## src/rtl/shift_pq_pkg.sv

```systemverilog
// Shared types and helpers for the shift/priority queue.
// Used by shift_pq_cell and shift_pqueue.
package shift_pq_pkg;

    localparam int unsigned MaxWidth = 64;

    typedef logic signed [MaxWidth-1:0] cmp_t;

    typedef enum logic [1:0] {
        HOLD,
        LOAD_NEW,
        TAKE_LOWER,
        TAKE_UPPER
    } slot_op_e;

    function automatic int unsigned cnt_width(input int unsigned depth);
        return $clog2(depth + 1);
    endfunction

    // Signed a <= b; callers sign-extend their operands into cmp_t.
    function automatic logic le(input cmp_t a, input cmp_t b);
        return a <= b;
    endfunction

endpackage

```

## src/rtl/shift_pq_cell.sv

```systemverilog
// One queue slot: a data register that loads the pushed element, a neighbour,
// or holds, as chosen by the slot-op decode in the parent.
module shift_pq_cell
    import shift_pq_pkg::*;
#(
    parameter int unsigned WIDTH = 32
) (
    input  logic             clk,
    input  logic             rst_n,
    input  slot_op_e         op,
    input  logic [WIDTH-1:0] lower_data,
    input  logic [WIDTH-1:0] upper_data,
    input  logic [WIDTH-1:0] push_data,
    output logic [WIDTH-1:0] data
);

    logic [WIDTH-1:0] data_q;
    logic [WIDTH-1:0] data_d;

    always_comb begin
        data_d = data_q;
        unique case (op)
            HOLD:       data_d = data_q;
            LOAD_NEW:   data_d = push_data;
            TAKE_LOWER: data_d = lower_data;
            TAKE_UPPER: data_d = upper_data;
            default:    data_d = data_q;
        endcase
    end

    always_ff @(posedge clk or negedge rst_n) begin
        if (!rst_n) begin
            data_q <= '0;
        end else begin
            data_q <= data_d;
        end
    end

    assign data = data_q;

endmodule

```

## src/rtl/shift_pqueue.sv

```systemverilog
// DEPTH-slot element queue with push/pop handshakes and eviction on overflow.
// Define SHIFT_PQ_SORT_EN for an ascending systolic priority queue; otherwise a shift-in FIFO.
module shift_pqueue
    import shift_pq_pkg::*;
#(
    parameter int unsigned WIDTH = 32,
    parameter int unsigned DEPTH = 6
) (
    input  logic                         system1000,
    input  logic                         system1000_rstn,
    input  logic                         push_valid_i,
    output logic                         push_ready_o,
    input  logic [WIDTH-1:0]             push_data_i,
    output logic                         pop_valid_o,
    input  logic                         pop_ready_i,
    output logic [WIDTH-1:0]             pop_data_o,
    output logic                         evict_valid_o,
    output logic [WIDTH-1:0]             evict_data_o,
    output logic [cnt_width(DEPTH)-1:0]  count_o,
    output logic [DEPTH*WIDTH-1:0]       vec_o
);

    localparam int unsigned CW = cnt_width(DEPTH);

    logic [WIDTH-1:0] slot_data [DEPTH];
    slot_op_e         slot_op   [DEPTH];
    logic [DEPTH-1:0] valid;

    logic [CW-1:0]    count_q, count_d;
    logic             ready_q;
    logic             evict_valid_q, evict_valid_d;
    logic [WIDTH-1:0] evict_data_q, evict_data_d;

    logic push_fire, pop_fire, full;

    assign push_fire = push_valid_i & ready_q;
    assign pop_fire  = pop_ready_i & (count_q != '0);
    assign full      = (count_q == CW'(DEPTH));

    // Valid slots are always the contiguous prefix [0, count).
    always_comb begin
        valid = '0;
        for (int i = 0; i < DEPTH; i++) begin
            valid[i] = (CW'(i) < count_q);
        end
    end

`ifdef SHIFT_PQ_SORT_EN
    logic [CW-1:0] ins_pos;
    logic [CW-1:0] rem_pos;

    // Number of valid slots <= push data; ties insert after existing equals.
    always_comb begin
        ins_pos = '0;
        for (int i = 0; i < DEPTH; i++) begin
            if (valid[i] && le(cmp_t'($signed(slot_data[i])), cmp_t'($signed(push_data_i)))) begin
                ins_pos = ins_pos + CW'(1);
            end
        end
    end

    always_comb begin
        count_d       = count_q;
        evict_valid_d = 1'b0;
        evict_data_d  = evict_data_q;
        rem_pos       = (ins_pos == '0) ? '0 : ins_pos - CW'(1);
        for (int i = 0; i < DEPTH; i++) begin
            slot_op[i] = HOLD;
        end
        if (push_fire && pop_fire) begin
            // Head leaves; the slots below the insertion point slide down to close the gap.
            for (int i = 0; i < DEPTH; i++) begin
                if (CW'(i) < rem_pos)       slot_op[i] = TAKE_UPPER;
                else if (CW'(i) == rem_pos) slot_op[i] = LOAD_NEW;
                else                        slot_op[i] = HOLD;
            end
        end else if (push_fire) begin
            if (full && ins_pos == CW'(DEPTH)) begin
                evict_valid_d = 1'b1;
                evict_data_d  = push_data_i;
            end else begin
                if (full) begin
                    evict_valid_d = 1'b1;
                    evict_data_d  = slot_data[DEPTH-1];
                end else begin
                    count_d = count_q + CW'(1);
                end
                for (int i = 0; i < DEPTH; i++) begin
                    if (CW'(i) < ins_pos)       slot_op[i] = HOLD;
                    else if (CW'(i) == ins_pos) slot_op[i] = LOAD_NEW;
                    else                        slot_op[i] = TAKE_LOWER;
                end
            end
        end else if (pop_fire) begin
            count_d = count_q - CW'(1);
            for (int i = 0; i < DEPTH; i++) begin
                slot_op[i] = TAKE_UPPER;
            end
        end
    end

    assign pop_data_o = valid[0] ? slot_data[0] : '0;
`else
    always_comb begin
        count_d       = count_q;
        evict_valid_d = 1'b0;
        evict_data_d  = evict_data_q;
        for (int i = 0; i < DEPTH; i++) begin
            slot_op[i] = HOLD;
        end
        if (push_fire) begin
            for (int i = 0; i < DEPTH; i++) begin
                slot_op[i] = (i == 0) ? LOAD_NEW : TAKE_LOWER;
            end
        end
        if (push_fire && !pop_fire) begin
            if (full) begin
                evict_valid_d = 1'b1;
                evict_data_d  = slot_data[DEPTH-1];
            end else begin
                count_d = count_q + CW'(1);
            end
        end else if (pop_fire && !push_fire) begin
            // Dropping the oldest only shrinks the valid prefix.
            count_d = count_q - CW'(1);
        end
    end

    always_comb begin
        pop_data_o = '0;
        for (int i = 0; i < DEPTH; i++) begin
            if (CW'(i + 1) == count_q) pop_data_o = slot_data[i];
        end
    end
`endif

    for (genvar i = 0; i < DEPTH; i++) begin : g_slot
        logic [WIDTH-1:0] lower;
        logic [WIDTH-1:0] upper;
        if (i == 0) begin : g_lo_edge
            assign lower = '0;
        end else begin : g_lo
            assign lower = slot_data[i-1];
        end
        if (i == DEPTH - 1) begin : g_up_edge
            assign upper = '0;
        end else begin : g_up
            assign upper = slot_data[i+1];
        end
        shift_pq_cell #(
            .WIDTH(WIDTH)
        ) u_cell (
            .clk        (system1000),
            .rst_n      (system1000_rstn),
            .op         (slot_op[i]),
            .lower_data (lower),
            .upper_data (upper),
            .push_data  (push_data_i),
            .data       (slot_data[i])
        );
    end

    always_ff @(posedge system1000 or negedge system1000_rstn) begin
        if (!system1000_rstn) begin
            count_q       <= '0;
            ready_q       <= 1'b0;
            evict_valid_q <= 1'b0;
            evict_data_q  <= '0;
        end else begin
            count_q       <= count_d;
            ready_q       <= 1'b1;
            evict_valid_q <= evict_valid_d;
            evict_data_q  <= evict_data_d;
        end
    end

    always_comb begin
        vec_o = '0;
        for (int i = 0; i < DEPTH; i++) begin
            vec_o[i*WIDTH +: WIDTH] = valid[i] ? slot_data[i] : '0;
        end
    end

    assign push_ready_o  = ready_q;
    assign pop_valid_o   = (count_q != '0);
    assign evict_valid_o = evict_valid_q;
    assign evict_data_o  = evict_data_q;
    assign count_o       = count_q;

endmodule
```

## config.mk

```make
export PLATFORM = sky130hd
export DESIGN_NAME = shift_pqueue
export DESIGN_NICKNAME = d
export VERILOG_FILES = /design/src/rtl/shift_pq_pkg.sv /design/src/rtl/shift_pq_cell.sv /design/src/rtl/shift_pqueue.sv
export SDC_FILE = /design/constraint.sdc
export NUM_CORES = 1
export LEC_CHECK = 0
export BUFFER_PORTS_ARGS = -buffer_cell sky130_fd_sc_hd__buf_2
export CAP_MARGIN = 20
export CORE_MARGIN = 8
export CORE_UTILIZATION = 42
export CTS_BUF_LIST = sky130_fd_sc_hd__clkbuf_8 sky130_fd_sc_hd__clkbuf_16
export DETAILED_ROUTE_END_ITERATION = 8
export PLACE_DENSITY = 0.68
export SKIP_CTS_REPAIR_TIMING = 1
export SYNTH_ARGS = -nofsm -noshare
export SYNTH_HDL_FRONTEND = slang
export SYNTH_SLANG_ARGS = --single-unit
```

## constraint.sdc

```tcl
create_clock -name system1000 -period 1.7 [get_ports system1000]
set_input_delay 0.085 -clock system1000 [delete_from_list [all_inputs] [get_ports system1000]]
set_output_delay 0.085 -clock system1000 [all_outputs]
set_load 0.05 [all_outputs]
```

==> results_dict.tcl, run 1 <==
set metrics [dict create \
    status "complete, but fails checks" \
    violations "setup timing" \
    drive_gt1_share_pct 33.9 \
    synth_cell_type_count 29 \
    yosysWarnings 0 \
    ys_ff_latch 229 \
    clock_skew_ns 0.00726 \
    grt_usage_pct 23.3 \
    hpwl_um 28500 \
    maxCapViolCount 0 \
    ir_drop_mv 0.962 \
    num_vias 11400 \
    netlist_instances 1494 \
    fin_ws_ns -0.740 \
    crit_path_start_kind "flip-flop" \
    grt_max_degree 109 \
    layout_commonest_cell "nand2_1" \
    routedWlPerCell_um 18.3 \
    critical_path_peak_fanout 16 \
    initial_core_util_pct 42.2 \
    die_y_um 182 \
    path_cells "buf_6 > ha_4 > nor2b_4 > clkbuf_16 > a22oi_1 > nand2_1 > o21ai_2 > mux2i_4 > buf_6" \
    seq_area_frac_synth_pct 49.2 \
    io_pins 298 \
    setup_viol 263 \
    synth_area_um2 11600 \
    p_leak_nw 9.22 \
    grt_pass1_wl_um 62900 \
    critical_path_required_ns 1.62 \
    routed_wirelength_um 41100 \
    reg2reg_slack_ns -0.25 \
    fillers 2326 \
    cp_common_cell "buf_6" \
    viasPerCell 5.09 \
    area_growth_pct 49.3 \
    hold-worst-slack_ns 0.0957 \
    synth_nets 1535 \
    place_ws_ns -0.256 \
    worstSetupPathType "reg -> out" \
    htreeDepth 1 \
    insertion_delay_ns 0.53 \
    cts-root-buf "clkbuf_16" \
    gp_congestion 0.875 \
    first_global_vias 10900 \
    hold_path.class "in -> async" \
    syn_avg_cell_area_um2 7.79 \
    ant_nets 0 \
    critPathCaptureType "output port" \
    final_cell_mix "737 x nand2_1, 226 x dfrtp_1, 180 x buf_2, 76 x buf_4, 62 x and2_1" \
    final.period_utilization_pct 144 \
    grt_antenna_before_repair 2 \
    clk_pin_slew_worst_paths_ns 0.06 \
    p_per_area_nw_per_um2 1960 \
    clockBufferDepth 3 \
    period_needed_ns 2.44 \
    die_w_um 182 \
    grt_setup_unrepaired "yes" \
    coreArea_um2 27600 \
    dr.pass1.iters 5 \
    crit_slowest_cell "dfrtp_2" \
    numCtsBuffers 26 \
    cts_tree "yes" \
    drcViolationCount 0 \
    hold_violations 0 \
    io_buffer_count 297 \
    overflow 0 \
    layout.nets 1888 \
    cts_sinks 229 \
    fmax_mhz 410 \
    r2r-end "count_o[2]" \
    worstReg2RegStart "count_o[1]" \
    drv_slew 0 \
    drt_iter0_drc 887 \
    arrival_ns 2.35 \
    dieArea_um2 33300 \
    r2r.worst_path.cells 8 \
    std_cell_rows 61 \
    cpPeakStageDelay_ns 0.42 \
]
per-layer routing:
layer,share of wire [%],GRT usage [%]
met2,46,35.4
met4,2.8,6.82
met5,0,0
met3,7.4,4.24
met1,44,33.5
final cells by class:
type | instances | area (µm²) | area share, %
flip-flops and latches | 229 | 5740 | 33.0
multi-input cells | 1153 | 6510 | 37.5
well taps | 378 | 473 | 2.72
inverters | 3 | 13.8 | 0.0792
clock inverters | 13 | 80.1 | 0.461
diodes | 2 | 5.00 | 0.0288
clock buffers | 33 | 758 | 4.36
repair buffers | 434 | 3800 | 21.9
cells in the mapped netlist, drive strengths merged:
library cell  number  area (µm²)
o21ai             33         165
o21a               1        7.51
ha                 5        62.6
nand2b             3        18.8
xor2               2        17.5
nand2            739        2770
conb               1        3.75
and2b             12        90.1
dfrtp            229        5730
a21oi             68         340
nand3             34         170
inv                3        11.3
mux2i             33         330
a211o              1        8.76
and3              32         200
nor3               1        5.00
a22oi             32         240
xnor2              1        8.76
and2              65         407
nor2               3        13.8
buf               46         246
clkbuf            63         236
nor2b             87         552
report_power, final:
| group | total [mW] | switching (mW) | internal, mW |
|---|---|---|---|
| clock network | 5.46 | 2.20 | 3.26 |
| registers | 7.71 | 1.21 | 6.49 |
| logic | 20.8 | 13.4 | 7.42 |
kinds of logic after synthesis:
logic type	share of synthesized area, %
compound gates	6.55
xor+xnor	0.226
fa+ha+maj	0.537
buf+inv	4.25
flops	49.2
mux	2.84
other cells	0.0322
simple gates	36.3
worst max-delay path, delay by kind of cell (launching register included):
kind                     cells  cell delay (ns)
AO/OA/AOI/OAI                2             0.15
AND/OR/NAND/NOR              2             0.29
flip-flops                   1             0.42
adder cells (fa/ha/maj)      1             0.19
multiplexers                 1             0.22
buffers and inverters        3             0.56
registers in the layout, indices dropped and copies added (netlist names):
signal	count
g_slot.u_cell.data	192
evict_valid_o	1
evict_data_o	32
count_o	3
push_ready_o	1
worst max-delay path by stage:
stage	startpoint	to	cells past startpoint
4_1_cts	count_o[1]	pop_data_o[25]	8
5_1_grt	count_o[0]	pop_data_o[12]	9
2_1_floorplan	count_o[0]	pop_data_o[11]	11
3_3_place_gp	count_o[1]	pop_data_o[1]	9
3_5_place_dp	count_o[1]	pop_data_o[25]	8
6_report	count_o[1]	pop_data_o[19]	9
per-stage QoR:
stage,util (%),instances,power [mW],cell area (µm²),TNS [ns]
after global routing,63.1,2245,35.5,17400,-129.88
after CTS,59.4,2204,32.3,16400,-122.90
final,63.1,2245,34.0,17400,-109.21
after floorplan,-,1494,21.0,12600,-14.48
after global placement,56.4,2158,26.5,15500,-12.34
after detailed placement,56.4,2158,26.8,15500,-19.10
Power figures use the tool's default switching activity.
==> run 2: changes to the inputs <==
- PLACE_DENSITY: 0.68 -> 0.66
- clock period: 1.7 -> 2.6 ns (I/O delays scaled with it)
==> run 2 against run 1 <==
Effect of this change:
- the flow now finishes without violations
- setup slack better by 0.76 ns
- final area is 9.0% lower
- sequential power is 35% lower
- critical path type unchanged
- largest cell class unchanged
- highest routed layer unchanged
==> results_dict.tcl, run 2 (synthesis gave the netlist of run 1 again) <==
set metrics [dict create \
    numCtsBuffers 26 \
    htreeDepth 1 \
    clock_skew_ns 0.0100 \
    hold_path.class "in -> reg" \
    critical_path.top_delay_family "buffers and inverters" \
    fmax_mhz 387 \
    first_global_vias 10500 \
    largest_reg_flops 192 \
    hold-worst-slack_ns 0.112 \
    crit_buf_inv 4 \
    fin_ws_ns 0.0164 \
    drv_slew 0 \
    num_vias 10800 \
    final-seq-area_um2 5740 \
    fillers 2539 \
    p_per_area_nw_per_um2 1290 \
    die_w_um 182 \
    io_pins 298 \
    insertion_delay_ns 0.53 \
    io_buffer_count 297 \
    layout.nets 1820 \
    fin_area_um2 15800 \
    arrival_ns 2.45 \
    p_total_mw 20.4 \
    cp_common_cell "buf_6" \
    critical_path_peak_fanout 8 \
    coreArea_um2 27600 \
    final.period_utilization_pct 99.4 \
    maxSlewHeadroom_pct 40.3 \
    grt_max_degree 193 \
    grt_antenna_before_repair 1 \
    clockBufferDepth 3 \
    critPathCaptureType "output port" \
    grt_usage_pct 22.4 \
    multi_input_area_um2 5910 \
    cts_sinks 229 \
    tightest_slew_ns 0.895 \
    crit_path_start_kind "flip-flop" \
    final_cell_mix "737 x nand2_1, 242 x buf_2, 226 x dfrtp_1, 84 x nor2b_1, 67 x a21oi_1" \
    path_cells "buf_6 > ha_4 > nor2b_4 > buf_4 > buf_12 > a22oi_1 > nand2_1 > o21ai_1 > mux2i_4 > buf_6" \
    grt_pass1_wl_um 60600 \
    tns_ns 0 \
    drcViolationCount 0 \
    dieArea_um2 33300 \
    std_cell_rows 61 \
    fin_cells 2178 \
    routedWlPerCell_um 18.1 \
    die_y_um 182 \
    initial_core_util_pct 42.2 \
    ir_drop_mv 0.765 \
    ant_nets 0 \
    hold_violations 0 \
    status "finished clean" \
    viasPerCell 4.97 \
    placed_area_um2 14100 \
    gp_congestion 0.851 \
    critical_path_required_ns 2.47 \
    layout_commonest_cell "nand2_1" \
    routed_wirelength_um 39300 \
    crit_slowest_cell "dfrtp_2" \
    maxCapViolCount 0 \
    clk_pin_slew_worst_paths_ns 0.06 \
    dp.cells 2085 \
    place_ws_ns 0.224 \
    fin_util_pct 57.3 \
    overflow 0 \
    worstSetupPathType "reg -> out" \
    cts_tree "yes" \
    p_leak_nw 8.64 \
    period_needed_ns 2.58 \
    drive_gt1_share_pct 24.8 \
    dr.pass1.iters 5 \
    grt_setup_unrepaired "yes" \
    cts-root-buf "clkbuf_16" \
    setup_viol 0 \
    hpwl_um 26500 \
    drt_iter0_drc 838 \
    area_growth_pct 35.8 \
    cpPeakStageDelay_ns 0.48 \
]
-- run 2: cell count changes in the layout (fill, tap and decap cells not counted), moves of 9 or more --
cell | previous run | this run
o21ai_2 | 32 | 13
buf_2 | 180 | 242
o21ai_1 | 0 | 9
nor2b_1 | 3 | 84
buf_6 | 41 | 26
clkbuf_4 | 46 | 3
nor2b_2 | 51 | 1
a21oi_1 | 57 | 67
buf_12 | 51 | 31
buf_4 | 76 | 25
o21ai_0 | 1 | 11
nor2b_4 | 33 | 2
-- run 2: final cells by class --
class                           instances  area share (%)
Timing Repair Buffer                  366            17.6
Clock inverter                         14           0.641
Inverter                                3          0.0871
Sequential cell                       229            36.3
Antenna cell                            1          0.0158
Multi-Input combinational cell       1153            37.4
Clock buffer                           34            4.89
Tap cell                              378            2.99
-- run 2: metal layers --
metal | GRT usage [%] | wire (µm) | up-vias
met2 | 33.0 | 17300 | 391
met1 | 32.0 | 17900 | 5079
met3 | 5.41 | 3060 | 63
met4 | 6.69 | 1030 | 0
met5 | 0 | 0 | -
li1 | - | - | 5300
-- run 2: worst reg2reg max path, delay by kind of cell (launching register included) --
| family | cells | cell delay, ns |
|---|---|---|
| fa+ha+maj | 1 | 0.19 |
| buf+inv | 3 | 0.80 |
| flops | 1 | 0.48 |
| simple gates | 4 | 0.54 |
-- run 2: final timing paths --
kind                                  start                        end  slack [ns]  depth (start not counted)
min in group asynchronous   system1000_rstn  g_slot[0].u_cell.data[29]        0.15                          2
setup reg to reg                 count_o[0]           evict_data_o[27]        0.53                          8
setup / recovery                 count_o[0]             pop_data_o[12]        0.02                         10
max in group asynchronous   system1000_rstn   g_slot[2].u_cell.data[1]        1.68                          3
hold reg to reg            evict_data_o[25]           evict_data_o[25]        0.47                          2
hold / removal                  pop_ready_i                 count_o[1]        0.11                          4
-- run 2: power by group --
group	internal [mW]	switching [mW]
combinational	3.57	8.04
sequential	4.25	0.802
clock	2.18	1.53
total	10.0	10.4
==> run 3: changes to the inputs <==
- PLACE_DENSITY: 0.66 -> unset
- SYNTH_HIERARCHICAL: unset -> 1
- clock period: 2.6 -> 3.2 ns (I/O delays scaled with it)
==> run 3 against run 2 <==
Effect of this change:
- die area increased by 20%
- final area up 8.1%
- utilization fell by 6.3 points
- register-to-register slack gained 0.31 ns
- non-clock buffer count down 29
==> results_dict.tcl, run 3 <==
set metrics [dict create \
    critical_path_peak_fanout 20 \
    ys_ff_latch 229 \
    ir_drop_mv 0.886 \
    fillers 2971 \
    netlist_instances 1114 \
    crit_path_end "pop_data_o[14]" \
    period_needed_ns 3.04 \
    final_cell_mix "295 x buf_2, 227 x dfrtp_1, 180 x mux4_2, 162 x nand2_1, 96 x nor2b_1" \
    grt_max_degree 98 \
    hold_path.class "in -> reg" \
    cts_sinks 229 \
    largest_reg_flops 192 \
    dieArea_um2 39900 \
    routed_wirelength_um 47900 \
    fmax_mhz 329 \
    cts_tree "yes" \
    yosys-top-cells-area "dfrtp_1 40%, mux4_2 29%, nand2_1 4.3%" \
    coreArea_um2 33400 \
    place_ws_ns 0.607 \
    insertion_delay_ns 0.54 \
    ant_nets 0 \
    grt_antenna_before_repair 3 \
    synth_most_common_cell "dfrtp_1" \
    grt_setup_unrepaired "no" \
    synth_top_area_share_pct 40.4 \
    final.period_utilization_pct 94.9 \
    clockBufferDepth 3 \
    io_pins 298 \
    first_global_vias 11800 \
    hold-worst-slack_ns 0.00534 \
    overflow 0 \
    p_leak_nw 7.73 \
    critical_path_required_ns 3.04 \
    io_buffer_count 297 \
    synth_area_um2 14200 \
    die_y_um 200 \
    p_per_area_nw_per_um2 1140 \
    p_total_mw 19.4 \
    clk_pin_slew_worst_paths_ns 0.06 \
    cts-root-buf "clkbuf_16" \
    drive_gt1_share_pct 39.9 \
    setup_viol 0 \
    reg2reg_slack_ns 0.84 \
    gp_congestion 0.844 \
    synthArstFlopShare_pct 100 \
    htreeDepth 1 \
    path_cells "inv_2 > ha_1 > nor2b_4 > buf_4 > a22oi_1 > nand2_1 > o211ai_1 > o21ai_1 > buf_2" \
    syn_avg_cell_area_um2 12.7 \
    worstReg2RegStart "count_o[0]" \
    ys.flop_type "dfrtp_1" \
    routedWlPerCell_um 25.1 \
    layout.nets 1481 \
    crit_slowest_cell "dfrtp_4" \
    drv_slew 0 \
    critPathCaptureType "output port" \
    dr.pass1.iters 5 \
    tightest_slew_ns 0.849 \
    synth_cell_type_count 38 \
    status "finished clean" \
    area_growth_pct 20.3 \
    cpPeakStageDelay_ns 0.61 \
    layout_commonest_cell "buf_2" \
    grt_usage_pct 24.1 \
    multi_input_area_um2 7920 \
    final-seq-area_um2 5740 \
    yosysWarnings 6 \
    numCtsBuffers 27 \
    maxSlewHeadroom_pct 43.4 \
    grt_pass1_wl_um 73800 \
    tns_ns 0 \
    fin_util_pct 51.1 \
    num_vias 11100 \
    hpwl_um 31500 \
    crit_buf_inv 3 \
    r2r-end "evict_data_o[0]" \
    drt_iter0_drc 1011 \
    die_w_um 200 \
    crit_path_start_kind "flip-flop" \
    worstSetupPathType "reg -> out" \
    r2r.worst_path.cells 9 \
    fin_ws_ns 0.164 \
    initial_core_util_pct 42.4 \
    seq_area_frac_synth_pct 40.4 \
    worst-path-stages 9 \
    clock_skew_ns 0.00964 \
    yosysTopAreaCell "dfrtp_1" \
    cp-startpoint "count_o[1]" \
    drcViolationCount 0 \
    hold_violations 0 \
    std_cell_rows 67 \
    synth_top_cells_by_count "229 x dfrtp_1, 180 x mux4_2, 163 x nand2_1, 97 x nor2b_1" \
    synth_edf_count 0 \
    arrival_ns 2.88 \
    viasPerCell 5.81 \
    critical_path.top_delay_family "buffers and inverters" \
    maxCapViolCount 0 \
]
==> run 3: cell count changes after synthesis, moves of 9 or more <==
cell	before	now
o21ai_1	8	30
buf_4	0	9
nand2_1	739	163
mux2i_1	33	1
and2b_1	12	1
o211ai_1	0	32
mux4_2	0	180
o21ai_0	25	3
buf_12	0	18
mux4_1	0	12
clkbuf_1	63	37
nor2b_1	86	97
==> run 3: worst min-delay path by stage <==
| stage | from | to | depth (start not counted) |
|---|---|---|---|
| floorplan | system1000_rstn | count_o[0] | 0 |
| detailed placement | system1000_rstn | g_slot[2].u_cell/data[28] | 1 |
| global placement | system1000_rstn | evict_data_o[28] | 1 |
| global route | push_data_i[31] | g_slot[0].u_cell/data[31] | 2 |
| CTS | system1000_rstn | g_slot[2].u_cell/data[28] | 1 |
| finish | push_data_i[31] | g_slot[0].u_cell/data[31] | 2 |
==> run 3: layer usage <==
metal  wire length (µm)  part of all wire (%)  global-route usage (%)  up-vias
met5                 10                 0.021                       0        -
met4               1210                   2.5                    6.51        2
met3               4030                   8.4                    5.53       86
met2              22200                    46                    37.1      586
met1              20500                    43                    34.2     5683
li1                   -                     -                       -     4749
==> run 3: through the flow <==
stage | instance area [µm²] | instances
global route | 17100 | 1909
finish | 17100 | 1910
CTS | 17000 | 1907
global placement | 16100 | 1858
detailed placement | 16100 | 1858
floorplan | 14500 | 1187
==> run 3: cell type report <==
| cell class | instances | area share [%] |
|---|---|---|
| clock inverter | 11 | 0.615 |
| antenna | 2 | 0.0293 |
| timing repair buffer | 337 | 11.2 |
| tap | 448 | 3.28 |
| multi-input combinational | 841 | 46.4 |
| sequential | 229 | 33.6 |
| clock buffer | 38 | 4.84 |
| inverter | 4 | 0.0879 |
==> run 3: logic make-up (layout without fill, tap and decap cells) <==
family | after synthesis | after routing | synth area share, %
compound gates | 168 | 168 | 7.31
other cells | 2 | 77 | 0.0529
flops | 229 | 229 | 40.4
simple gates | 397 | 397 | 14.5
xor+xnor | 3 | 3 | 0.185
fa+ha+maj | 5 | 5 | 0.441
buf+inv | 117 | 390 | 6.30
mux | 193 | 193 | 30.8
==> run 3: where the power goes <==
part           switching (mW)  leakage (nW)  internal (mW)  total, mW
Clock                    1.28         0.479           1.94       3.22
Combinational            8.83          4.53           3.06       11.9
Sequential              0.787          2.72           3.49       4.28
Total                    10.9          7.73           8.50       19.4
